$ cat src/rtl/led_seq_pkg.sv
// Shared definitions for the LED sequencer.
//   MODE_W     : width of the mode code
//   mode_e     : pattern modes (ROT_L, ROT_R, BOUNCE, FILL)
//   dir_e      : travel direction of the lit bit in BOUNCE mode
//   next_mode  : mode advance on a button press, wrapping FILL back to ROT_L
package led_seq_pkg;

    localparam int MODE_W = 2;

    typedef enum logic [MODE_W-1:0] {
        MODE_ROT_L  = 2'd0,
        MODE_ROT_R  = 2'd1,
        MODE_BOUNCE = 2'd2,
        MODE_FILL   = 2'd3
    } mode_e;

    typedef enum logic {
        DIR_LEFT  = 1'b0,
        DIR_RIGHT = 1'b1
    } dir_e;

    // Four modes fill the 2-bit code, so plain 2-bit addition wraps 3 -> 0.
    function automatic mode_e next_mode(input mode_e m);
        return mode_e'(m + 2'd1);
    endfunction

endpackage

$ cat src/rtl/switch_debounce.sv
// Two-flop synchroniser followed by a persistence filter for a bouncing button.
//   i_clock           : system clock, rising edge
//   i_reset           : asynchronous active-high reset
//   i_switch          : raw asynchronous switch level
//   o_filtered_switch : debounced level, registered
// The filtered level flips only after the synchronised input has disagreed with
// it for DEBOUNCE_LIMIT consecutive cycles; one agreeing cycle restarts the count.
module switch_debounce
    import led_seq_pkg::*;
#(
    parameter int DEBOUNCE_LIMIT = 5000000
) (
    input  logic i_clock,
    input  logic i_reset,
    input  logic i_switch,
    output logic o_filtered_switch
);

    localparam int                CNT_W   = $clog2(DEBOUNCE_LIMIT);
    localparam logic [CNT_W-1:0] CNT_MAX = CNT_W'(DEBOUNCE_LIMIT - 1);

    logic             sync1_q;
    logic             sync2_q;
    logic [CNT_W-1:0] count_q;
    logic [CNT_W-1:0] count_d;
    logic             level_q;
    logic             level_d;

    // Persistence counter and filtered-level next state.
    always_comb begin
        count_d = count_q;
        level_d = level_q;
        if (sync2_q != level_q) begin
            // The cycle that reaches CNT_MAX is the DEBOUNCE_LIMIT-th disagreeing one.
            if (count_q == CNT_MAX) begin
                level_d = sync2_q;
                count_d = {CNT_W{1'b0}};
            end else begin
                count_d = count_q + CNT_W'(1);
            end
        end else begin
            count_d = {CNT_W{1'b0}};
        end
    end

    // Synchroniser, counter and filtered-level registers.
    always_ff @(posedge i_clock or posedge i_reset) begin
        if (i_reset) begin
            sync1_q <= 1'b0;
            sync2_q <= 1'b0;
            count_q <= {CNT_W{1'b0}};
            level_q <= 1'b0;
        end else begin
            sync1_q <= i_switch;
            sync2_q <= sync1_q;
            count_q <= count_d;
            level_q <= level_d;
        end
    end

    assign o_filtered_switch = level_q;

endmodule

$ cat src/rtl/led_sequencer.sv
// Button-driven LED pattern sequencer.
//   i_clock  : system clock, rising edge
//   i_reset  : asynchronous active-high reset
//   i_switch : raw bouncing push-button, high = pressed
//   o_led    : registered LED pattern, bit 0 = LED0
//   o_mode   : registered mode code (0 ROT_L, 1 ROT_R, 2 BOUNCE, 3 FILL)
// A debounced press advances the mode and restarts the pattern at 1; between
// presses the pattern advances once every TICK_DIV cycles.
module led_sequencer
    import led_seq_pkg::*;
#(
    parameter int LED_COUNT      = 4,
    parameter int TICK_DIV       = 5000000,
    parameter int DEBOUNCE_LIMIT = 5000000
) (
    input  logic                 i_clock,
    input  logic                 i_reset,
    input  logic                 i_switch,
    output logic [LED_COUNT-1:0] o_led,
    output logic [MODE_W-1:0]    o_mode
);

    localparam int                   TICK_W   = $clog2(TICK_DIV);
    localparam logic [TICK_W-1:0]    TICK_MAX = TICK_W'(TICK_DIV - 1);
    localparam logic [LED_COUNT-1:0] LED_ONE  = LED_COUNT'(1);

    logic                 filtered_s;
    logic                 press_s;
    logic                 step_s;
    logic                 prev_level_q;
    logic [TICK_W-1:0]    tick_q;
    logic [TICK_W-1:0]    tick_d;
    logic [LED_COUNT-1:0] led_q;
    logic [LED_COUNT-1:0] led_d;
    mode_e                mode_q;
    mode_e                mode_d;
    dir_e                 dir_q;
    dir_e                 dir_d;

    // Shift-based rotates stay legal for a single LED, where they reduce to identity.
    function automatic logic [LED_COUNT-1:0] rot_left(input logic [LED_COUNT-1:0] v);
        return (v << 1) | (v >> (LED_COUNT - 1));
    endfunction

    function automatic logic [LED_COUNT-1:0] rot_right(input logic [LED_COUNT-1:0] v);
        return (v >> 1) | (v << (LED_COUNT - 1));
    endfunction

    switch_debounce #(
        .DEBOUNCE_LIMIT (DEBOUNCE_LIMIT)
    ) u_debounce (
        .i_clock           (i_clock),
        .i_reset           (i_reset),
        .i_switch          (i_switch),
        .o_filtered_switch (filtered_s)
    );

    // Rising edge of the debounced level is a press; release is ignored.
    assign press_s = filtered_s & ~prev_level_q;
    assign step_s  = (tick_q == TICK_MAX);

    // Next state for tick counter, mode, direction and pattern.
    always_comb begin
        tick_d = tick_q + TICK_W'(1);
        led_d  = led_q;
        mode_d = mode_q;
        dir_d  = dir_q;
        if (press_s) begin
            // A press swallows any coincident step and restarts the step period.
            tick_d = {TICK_W{1'b0}};
            mode_d = next_mode(mode_q);
            led_d  = LED_ONE;
            dir_d  = DIR_LEFT;
        end else if (step_s) begin
            tick_d = {TICK_W{1'b0}};
            case (mode_q)
                MODE_ROT_L: led_d = rot_left(led_q);
                MODE_ROT_R: led_d = rot_right(led_q);
                MODE_BOUNCE: begin
                    if (LED_COUNT == 1) begin
                        led_d = LED_ONE;
                    end else if (dir_q == DIR_LEFT) begin
                        // Reverse from the top end so it stays lit for just one step.
                        if (led_q[LED_COUNT-1]) begin
                            led_d = led_q >> 1;
                            dir_d = DIR_RIGHT;
                        end else begin
                            led_d = led_q << 1;
                        end
                    end else begin
                        if (led_q[0]) begin
                            led_d = led_q << 1;
                            dir_d = DIR_LEFT;
                        end else begin
                            led_d = led_q >> 1;
                        end
                    end
                end
                MODE_FILL: begin
                    if (&led_q) begin
                        led_d = {LED_COUNT{1'b0}};
                    end else begin
                        led_d = (led_q << 1) | LED_ONE;
                    end
                end
                default: led_d = LED_ONE;
            endcase
        end else begin
            led_d = led_q;
        end
    end

    // State registers; outputs come straight from these flops.
    always_ff @(posedge i_clock or posedge i_reset) begin
        if (i_reset) begin
            prev_level_q <= 1'b0;
            tick_q       <= {TICK_W{1'b0}};
            led_q        <= LED_ONE;
            mode_q       <= MODE_ROT_L;
            dir_q        <= DIR_LEFT;
        end else begin
            prev_level_q <= filtered_s;
            tick_q       <= tick_d;
            led_q        <= led_d;
            mode_q       <= mode_d;
            dir_q        <= dir_d;
        end
    end

    assign o_led  = led_q;
    assign o_mode = mode_q;

endmodule
$ cat config.mk
export PLATFORM = sky130hd
export DESIGN_NAME = led_sequencer
export DESIGN_NICKNAME = d
export VERILOG_FILES = /design/src/rtl/led_seq_pkg.sv /design/src/rtl/switch_debounce.sv /design/src/rtl/led_sequencer.sv
export SDC_FILE = /design/constraint.sdc
export NUM_CORES = 1
export LEC_CHECK = 0
export CORE_AREA = 2 2 80 113
export CTS_CLUSTER_SIZE = 25
export DETAILED_ROUTE_END_ITERATION = 16
export DIE_AREA = 0 0 82 115
export MAX_ROUTING_LAYER = met4
export RECOVER_POWER = 25
export SKIP_CTS_REPAIR_TIMING = 1
export SYNTH_ARGS = -nofsm -noshare
export SYNTH_HDL_FRONTEND = slang
export SYNTH_SLANG_ARGS = --single-unit
$ cat constraint.sdc
create_clock -name i_clock -period 4.5 [get_ports i_clock]
set_clock_uncertainty 0.1 [all_clocks]
set_input_delay 0.45 -clock i_clock [delete_from_list [all_inputs] [get_ports i_clock]]
set_output_delay 0.45 -clock i_clock [all_outputs]
set_load 0.03 [all_outputs]
==> results of run 1 <==
cell type report:
type                    instances  area [sq um]  area share [%]
clock buffers                  10           229            6.90
repair buffers                  9          87.6            2.64
inverters                       7          26.3           0.792
well taps                     105           131            3.96
clock inverters                 6          68.8            2.07
multi-input cells             220          1350            40.6
flip-flops and latches         57          1430            43.0
power groups by stage:
stage	Combinational (W)	Clock [W]	Sequential, W
floorplan	0.0000175	0	0.000527
global placement	0.0000211	0	0.000528
detailed placement	0.0000214	0	0.000528
CTS	0.0000215	0.000673	0.000519
global route	0.0000234	0.000701	0.000520
finish	0.0000200	0.000657	0.000520
worst max-delay path, stage by stage (launching register included):
cell and delay (ns):
dfrtp_1 0.42, nor4b_1 0.33, and4_1 0.22, and3_1 0.36, or2_1 0.65, nor2_1 0.12
routing by layer:
layer  up-vias  track usage, %  part of all wire (%)
met3         9            4.00                   2.8
met2        19            21.7                    51
met1       974            14.8                    45
li1       1016               -                     -
met4         0            6.56                   1.9
met5         -               -                     0
registers in the layout, indices dropped and copies added (netlist names):
signal and flops:
u_debounce.sync2_q 1, prev_level_q 1, o_mode 2, u_debounce.o_filtered_switch 1, u_debounce.sync1_q 1, u_debounce.count_q 23, o_led 4, tick_q 23
dir_q 1
stage by stage:
step / std cells / setup slack, ns / hold WS [ns]
CTS: 414 / 2.11 / 0.264
global route: 414 / 1.85 / 0.267
finish: 414 / 2.15 / 0.261
floorplan: 294 / 2.55 / 0.231
detailed placement: 398 / 2.11 / 0.242
global placement: 398 / 2.16 / 0.247
logic make-up (layout without fill, tap and decap cells):
kind of cell / after synthesis / after routing / synth area share [%]
AOI/OAI and AO/OA: 15 / 15 / 3.22
and+or+nand+nor: 153 / 153 / 26.8
buffers and inverters: 17 / 32 / 3.40
adders and majority gates: 6 / 6 / 2.61
DFF: 57 / 57 / 49.7
xor gates and xnor gates: 44 / 44 / 13.4
muxes: 2 / 2 / 0.784
cell usage in the layout (no fill, tap or decap), types with 3 or more instances in the layout:
cell and n:
clkbuf_16 9, nor4_1 3, nand2_1 22, and4_1 5
xnor2_1 15, clkdlybuf4s50_1 6, and3_1 8, nand4_1 12
xor2_1 29, nor3_1 3, nand2b_1 4, nand3_1 26
clkinv_4 3, o21ai_0 6, nor2_1 55, inv_1 6
dfrtp_1 56, ha_1 6, a31oi_1 3
final timing paths:
kind                                              startpoint                            to  depth (start not counted)
worst max-delay path                    tick_q[15]$_DFF_PP0_          tick_q[15]$_DFF_PP0_                          5
worst min-delay path            u_debounce.sync1_q$_DFF_PP0_  u_debounce.sync2_q$_DFF_PP0_                          0
worst max register to register          tick_q[15]$_DFF_PP0_          tick_q[15]$_DFF_PP0_                          5
worst min register to register  u_debounce.sync1_q$_DFF_PP0_  u_debounce.sync2_q$_DFF_PP0_                          0
max in group asynchronous                            i_reset          tick_q[16]$_DFF_PP0_                          3
min in group asynchronous                            i_reset         o_mode[0]$_DFFE_PP0P_                          3
==> summary.txt, run 1 <==
Run status
  – Status: completed

Worst setup path
  – Required @ worst endpoint: 4.57 ns
  – Crit end category: flop
  – R2R setup slack: 2.15 ns
  – Setup CP Type: reg -> reg
  – Critical Path Fanout Max: 23
  – Critical path launch point type: flop
  – Critical Path AT: 2.41 ns

Route
  – Post-DR wirelength/cell: 13.0 microns
  – Via count: 2,018
  – Post-Route WL: 5.38 mm
  – Detailed Routing Iterations Pass 1: 4
  – ANT nets after route: 0
  – DR iter-0 viols: 73
  – DRC Markers: 0
  – Vias per cell: 4.87

Timing
  – Period utilization: 52.2%
  – Final setup vio count: 0
  – Unrepaired setup endpoints after global routing: false
  – Slew HR: 46.4%
  – Fin crit period: 2.35 ns
  – Final Slew Violations: 0
  – Worst Tran Pin Value: 0.804 ns
  – Setup TNS: 0 ns
  – Fmax: 426 MHz
  – Final Hold Fails: 0

Yosys
  – Synthesized Nets: 303
  – Ys async rst share: 100%
  – Post-synthesis sequential area ratio: 49.7%
  – Cells after Synth: 294
  – EDFF count, synth: 0
  – Library cells used by synthesis: 39
  – Primary FF master, synth: dfrtp_1
  – Cell accounting for the most synthesized area: dfrtp_1
  – Cell Area, Synth: 2870 sq um
  – Synth top area cells: dfrtp_1, xor2_1, nor2_1
  – Top-count cell post-synth: dfrtp_1
  – Synth top area share: 48.8%
  – Syn_area_per_cell: 9.77 sq um
  – Yosys warns: 0
  – Seq cells post-synth: 57
  – Commonest cells post-synth: dfrtp_1, nor2_1, xor2_1

Clock tree
  – TritonCTS clock tree: built
  – CTS root buf: clkbuf_16
  – CTS max path bufs: 2
  – CTS clk-pin slew, worst paths: 0.06 ns
  – Clk Latency, worst-skew pair: 0.32 ns
  – CTS Sinks: 57
  – Number of buffers created by CTS: 9
  – CTS H-Tree Depth: 3

Cells and area
  – Area growth, synth to finish: 15.5%
  – Ant. Diodes: 0
  – Fillers: 829
  – Final net count: 313
  – Post-route cell area: 3320 sq um
  – Final core occ: 39.4%
  – Layout cells sized above 1: 8.09%

GRT
  – Largest net degree at the start of global routing: 58
  – Vias in the first global route: 2,055
  – GRT Util Overall: 13.4%
  – Total gr overflow: 0
  – First-pass GRT wire length: 9.29 mm
  – Initial antenna violation count: 0

Power
  – Final Power: 0.00120 W
  – Sequential Power Share: 43.4%
  – PD cells: 361 nW/um^2
  – Pleak: 1.42 nW
  – Sw power: 0.000247 W
  – Combinational share of power: 1.7%
  – Sw frac: 20.6%
  – Max VDD drop: 0.212 mV
  – Clock group share of total power: 54.9%
  – Int Pwr: 0.000950 W

Placement
  – GPL Wtd Cong: 0.896
  – Area of placed instances: 3020 sq um
  – Port bufs: 8
  – Hpwl dp: 3.63 mm

Die
  – Top Ports: 9
  – Initial Utilization: 34.2%
  – Rows: 40
  – Die Height: 115 microns
  – Core area: 8410 sq um
  – Die width: 82 microns
  – Die ar.: 9430 sq um

Hold path
  – Hold Crit Class: reg -> reg

Flow run
  – Max-cap violations: 0
Power figures use the tool's default switching activity.
==> inputs of run 2 (changes only) <==
- clock period: 4.5 -> 2 ns (I/O delays scaled with it)
==> run 2 against run 1 <==
Net effect: clock power is 130% higher; power is 130% higher; worst setup slack got worse by 2.1 ns; routed wire length rose by 0.76%; clock-buffer cell count is 2 higher; final cell count rose by 1.7%; die area is the same; sequential share of layout area down 1.0 points; worst hold slack lost 0.0071 ns; final area is 2.5% higher; core utilization up 0.97 points; critical path depth is 4 lower; largest cell class unchanged.
==> summary.txt, run 2 (synthesized netlist as in run 1, its figures left out) <==
Run status
  – Status: completed

Placement
  – GPL Wtd Cong: 0.799
  – Placed Cells: 406
  – Hpwl dp: 3.60 mm
  – Port bufs: 8
  – Area of placed instances: 3120 sq um
  – Setup slack after placement: 0.166 ns

Timing
  – Fmax: 521 MHz
  – Setup TNS: 0 ns
  – Final Slew Violations: 0
  – Worst Tran Pin Value: 1.36 ns
  – Final Hold Fails: 0
  – Unrepaired setup endpoints after global routing: false
  – Slew HR: 9.17%
  – Period utilization: 95.9%
  – Final setup vio count: 0
  – Fin crit period: 1.92 ns
  – Final WS setup: 0.0815 ns

Cells and area
  – Non-filler instance count after layout: 421
  – Area growth, synth to finish: 18.3%
  – Final core occ: 40.4%
  – Layout cells sized above 1: 10.1%
  – Storage cell area: 1430 sq um
  – Most frequent cells in the layout: dfrtp_1, nor2_1, xor2_1, nand3_1, nand2_1
  – Commonest non-fill, non-tap cell in the layout: dfrtp_1
  – Final net count: 321
  – Ant. Diodes: 0
  – Fillers: 837
  – Multi-input gate area: 1350 sq um
  – Post-route cell area: 3400 sq um

Route
  – DRC Markers: 0
  – DR iter-0 viols: 38
  – Via count: 2,103
  – Vias per cell: 5.00
  – Post-DR wirelength/cell: 12.9 microns
  – Post-Route WL: 5.42 mm
  – Detailed Routing Iterations Pass 1: 4
  – ANT nets after route: 0

Worst setup path
  – Critical Path Fanout Max: 8
  – Crit-path cells: clkdlybuf4s50_1
  – Slowest CP cell: clkdlybuf4s50_1
  – Crit end category: primary output
  – Buf/Inv on CP: 1
  – Critical Path AT: 1.62 ns
  – Required @ worst endpoint: 1.70 ns
  – Setup CP Type: reg -> out
  – Crit path from: o_led[0]$_DFFE_PP1P_
  – Critical path launch point type: flop
  – Crit path largest cell delay: 0.69 ns
  – Delay-heaviest family, CP: buffers and inverters
  – R2r startpoint: tick_q[15]$_DFF_PP0_

Hold path
  – Hold Crit Class: reg -> reg
  – Hold path startpoint: u_debounce.sync1_q$_DFF_PP0_

Die
  – Rows: 40
  – Core area: 8410 sq um
  – Die ar.: 9430 sq um
  – Die Height: 115 microns
  – Die width: 82 microns
  – Top Ports: 9
  – Initial Utilization: 34.2%

Power
  – PD cells: 801 nW/um^2
  – Clock group share of total power: 55.2%
  – Pleak: 1.47 nW
  – Combinational share of power: 1.8%
  – Sw frac: 19.4%
  – Sequential Power Share: 43.0%
  – Max VDD drop: 0.430 mV
  – Sw power: 0.000528 W
  – Int Pwr: 0.00219 W

Clock tree
  – TritonCTS clock tree: built
  – Clk Latency, worst-skew pair: 0.32 ns
  – Number of buffers created by CTS: 9
  – CTS H-Tree Depth: 3
  – CTS max path bufs: 2
  – CTS clk-pin slew, worst paths: 0.05 ns
  – CTS root buf: clkbuf_16
  – CTS Sinks: 57

GRT
  – GRT Util Overall: 13.8%
  – Most heavily used metal layer in global routing: met2
  – Met2 Track Usage GR: 21.6%
  – Met1 GRT Util: 15.1%
  – Total gr overflow: 0
  – First-pass GRT wire length: 9.67 mm
  – Vias in the first global route: 2,166
  – Largest net degree at the start of global routing: 58
  – GR met3 Demand/Resource: 4.79%
  – Initial antenna violation count: 0

Flow run
  – Max-cap violations: 0
## run 2: cell types whose count changed in the layout (fill, tap and decap cells not counted), sizes merged
cell and delta:
clkdlybuf4s50 +1, dlygate4sd3 -1, clkinv -2, buf +7, clkinvlp -1, clkbuf +3
## run 2: per-stage QoR
stage                     power [W]  hold slack, ns
final                       0.00272           0.254
after global routing        0.00283           0.266
after CTS                   0.00277           0.187
after detailed placement    0.00124           0.242
after global placement      0.00124           0.245
after floorplan             0.00123           0.131
## run 2: power groups by stage
| stage | sequential (W) | clock (W) | combinational (W) |
|---|---|---|---|
| 6_report | 0.00117 | 0.00150 | 0.0000484 |
| 4_1_cts | 0.00117 | 0.00155 | 0.0000565 |
| 3_3_place_gp | 0.00119 | 0 | 0.0000556 |
| 2_1_floorplan | 0.00119 | 0 | 0.0000395 |
| 3_5_place_dp | 0.00119 | 0 | 0.0000565 |
| 5_1_grt | 0.00117 | 0.00160 | 0.0000586 |
## run 2: cell type report
| type | count | area share (%) |
|---|---|---|
| clock inverter | 3 | 1.18 |
| inverter | 7 | 0.773 |
| sequential | 57 | 42.0 |
| timing repair buffer | 17 | 5.01 |
| multi-input combinational | 220 | 39.6 |
| tap | 105 | 3.87 |
| clock buffer | 12 | 7.55 |
## run 2: path summary, 6_finish.rpt
path                                                 to  slack, ns  cells after the start
max in group asynchronous          tick_q[17]$_DFF_PP0_       0.41                      3
min in group asynchronous          o_led[2]$_DFFE_PP0P_       0.57                      3
max                                            o_led[0]       0.08                      1
min reg2reg                u_debounce.sync2_q$_DFF_PP0_       0.25                      0
min                        u_debounce.sync2_q$_DFF_PP0_       0.25                      0
max reg2reg                        o_led[0]$_DFFE_PP1P_       0.15                      6
## run 2: worst register-to-register path, cell delays in order, from the launching register on
cell and delay, ns:
dfrtp_1 0.44, nor4b_1 0.36, and4_1 0.22, and3_1 0.20, buf_4 0.16, o21ai_0 0.09, a31o_2 0.22
## run 2: routing by layer
layer / share of wire, % / vias up
met5: 0 / -
met4: 3.0 / 0
met3: 3.4 / 14
met2: 49 / 28
met1: 44 / 1026
li1: - / 1035
==> RTL edit (settings of run 1) <==
`DEBOUNCE_LIMIT` is set to 5000000 in 2 places; all go to 1250000.
--- a/src/rtl/switch_debounce.sv
+++ b/src/rtl/switch_debounce.sv
@@ -9,5 +9,5 @@
     import led_seq_pkg::*;
 #(
-    parameter int DEBOUNCE_LIMIT = 5000000
+    parameter int DEBOUNCE_LIMIT = 1250000
 ) (
     input  logic i_clock,
--- a/src/rtl/led_sequencer.sv
+++ b/src/rtl/led_sequencer.sv
@@ -12,5 +12,5 @@
     parameter int LED_COUNT      = 4,
     parameter int TICK_DIV       = 5000000,
-    parameter int DEBOUNCE_LIMIT = 5000000
+    parameter int DEBOUNCE_LIMIT = 1250000
 ) (
     input  logic                 i_clock,
Formal check against the unedited RTL: no difference found for any inputs over 10 cycles, from zero or initial values and one cycle with i_reset high; that may be too few to reach the edited logic, so the function may still have changed.
==> RTL edit against run 1 <==
Total power shrank 24%; die area unchanged; cell count is 3.9% lower; sequential cell count decreased by 2; non-clock buffer count unchanged; global-route usage is 1.6 points lower; worst setup slack worse by 0.17 ns; clock power decreased by 40%; routed wire length down 9.8%; synthesized area down 3.9%; design area down 6.8%.
==> RTL edit: results (changes against run 1) <==
clock_tree:
  cts_buffer_depth: 2  # unchanged
  cts_buffers: 5  # -4
  clkLatencyLatePin_ns: 0.29  # -0.03 ns
  cts.htree.levels: 2  # -1
global_routing:
  first_global_vias: 1919  # -6.6%
  grt_max_degree: 46  # -21%
  met1_usage: 0.1286  # -0.01953
  grtUsageMet2: 0.2054  # -0.01192
  grt.total_usage: 0.1177  # -0.01644
  grt-busiest-layer: "met2"
  use_met3: 0.02826  # -0.01177
  grt_pass1_wl_mm: 8.466  # -8.9%
detailed_routing:
  wl_per_cell_um: 12.18  # -6.2%
  vias_per_cell: 4.862  # -0.26%
  drt_iter0_drc: 89  # +22%
  drt_first_pass_iters: 4  # unchanged
setup_path:
  r2r-end: "tick_q[17]$_DFF_PP0_"
  cpPeakStageDelay_ns: 0.69  # +0.04 ns
  cp.arrival_ns: 2.56  # +0.15 ns
  crit_slowest_cell: "or2_1"
  reg2regPathDepth: 4  # -1
  reg2reg_from: "tick_q[16]$_DFF_PP0_"
  r2r_setup_slack_ns: 1.98  # -0.17 ns
synthesis:
  synth_compound_area_frac: 0.04034  # +0.008101
  synth-seq-area-share: 0.4991  # +0.001926
  synth_fp_nets: 292  # -3.6%
  yosysUniqueCellTypes: 41  # +5.1%
  synth_fa_ha_area_frac: 0.02720  # +0.001055
  synthXorXnorAreaFrac: 0.1301  # -0.004105
  async_flop_share: 1.000  # unchanged
  synthMuxAreaShare: 0.004080  # -0.003763
  yosys-top-cells-area: "dfrtp_1 (49%), xnor2_1 (7.0%), nor2_1 (6.9%), xor2_1 (6.0%), nand2_1 (3.7%)"
  ys_top_cells_by_count: "dfrtp_1 (54), nor2_1 (51), nand2_1 (27)"
placement:
  gp_congestion: 0.7669  # -14%
  dpl.hpwl_mm: 3.470  # -4.4%
  io_buffers: 8  # unchanged
power:
  ir_drop_mv: 0.1643  # -22%
  power.leakage_nw: 1.285  # -9.2%
final_layout:
  drive_gt1_frac: 0.05802  # -0.02289
  fin_nets: 301  # -3.8%
  diodes: 0  # unchanged
  largest_reg_flops: 23
sta:
  max_slew.worst_pin.slew_ns: 0.7762  # -0.02777 ns
status:
  status: "finished clean"
RTL edit: cell count changes after synthesis, moves of 3 or more:
cell,run 1,this run
o21ai_1,0,3
nand3_1,26,14
nand4_1,12,9
xnor2_1,15,22
nand2_1,22,27
nor2_1,55,51
xor2_1,29,19
nor3_1,3,7
inv_1,7,10
RTL edit: metrics by stage:
| stage | worst slack, ns | cell area, um^2 | hold WS (ns) | power (mW) | instances |
|---|---|---|---|---|---|
| detailed placement | 1.978 | 2938 | 0.2655 | 0.5297 | 390 |
| floorplan | 2.609 | 2760 | 0.2312 | 0.5228 | 283 |
| global route | 1.787 | 3093 | 0.2758 | 0.9553 | 398 |
| CTS | 1.948 | 3093 | 0.2714 | 0.9265 | 398 |
| global placement | 2.029 | 2938 | 0.2555 | 0.5295 | 390 |
| finish | 1.981 | 3093 | 0.2710 | 0.9123 | 398 |
RTL edit: worst max-delay path by stage:
stage | slack [ns] | from | cells past startpoint | to
2_1_floorplan | 2.61 | i_reset | 1 | dir_q$_DFFE_PP0P_
3_3_place_gp | 2.03 | tick_q[16]$_DFF_PP0_ | 4 | tick_q[2]$_DFF_PP0_
3_5_place_dp | 1.98 | tick_q[16]$_DFF_PP0_ | 4 | tick_q[8]$_DFF_PP0_
4_1_cts | 1.95 | tick_q[16]$_DFF_PP0_ | 4 | tick_q[17]$_DFF_PP0_
5_1_grt | 1.79 | tick_q[18]$_DFF_PP0_ | 5 | tick_q[10]$_DFF_PP0_
6_report | 1.98 | tick_q[16]$_DFF_PP0_ | 4 | tick_q[17]$_DFF_PP0_
RTL edit: logic make-up (layout without fill, tap and decap cells):
| kind of cell | Yosys count | in the layout |
|---|---|---|
| simple gates | 144 | 144 |
| mux | 1 | 1 |
| buf+inv | 17 | 27 |
| fa+ha+maj | 6 | 6 |
| flops | 55 | 55 |
| xor+xnor | 41 | 41 |
| compound gates | 19 | 19 |
RTL edit: final cells by class:
class,instances,area [um^2]
Clock buffer,6,138.9
Clock inverter,2,16.27
Fill cell,853,5315
Inverter,10,37.54
Multi-Input combinational cell,211,1304
Sequential cell,55,1378
Tap cell,105,131.4
Timing Repair Buffer,9,87.58
RTL edit: power by group:
group | total (mW) | switching [mW] | leakage, nW | internal [mW]
Combinational | 0.0187 | 0.0143 | 0.468 | 0.00440
Clock | 0.394 | 0.171 | 0.0731 | 0.222
Sequential | 0.500 | 0.00276 | 0.743 | 0.497
Total | 0.912 | 0.188 | 1.28 | 0.724
RTL edit: worst max-delay path: cells and delay by family, from the launching register on:
kind,cells,cell delay [ns]
and+or+nand+nor,4,1.85
DFF,1,0.42
RTL edit: per-layer routing:
layer  part of all wire  vias to the layer above
li1                   -                      969
met1               0.44                      943
met2               0.52                       19
met3              0.024                        4
met4              0.013                        0
met5                  0                        -
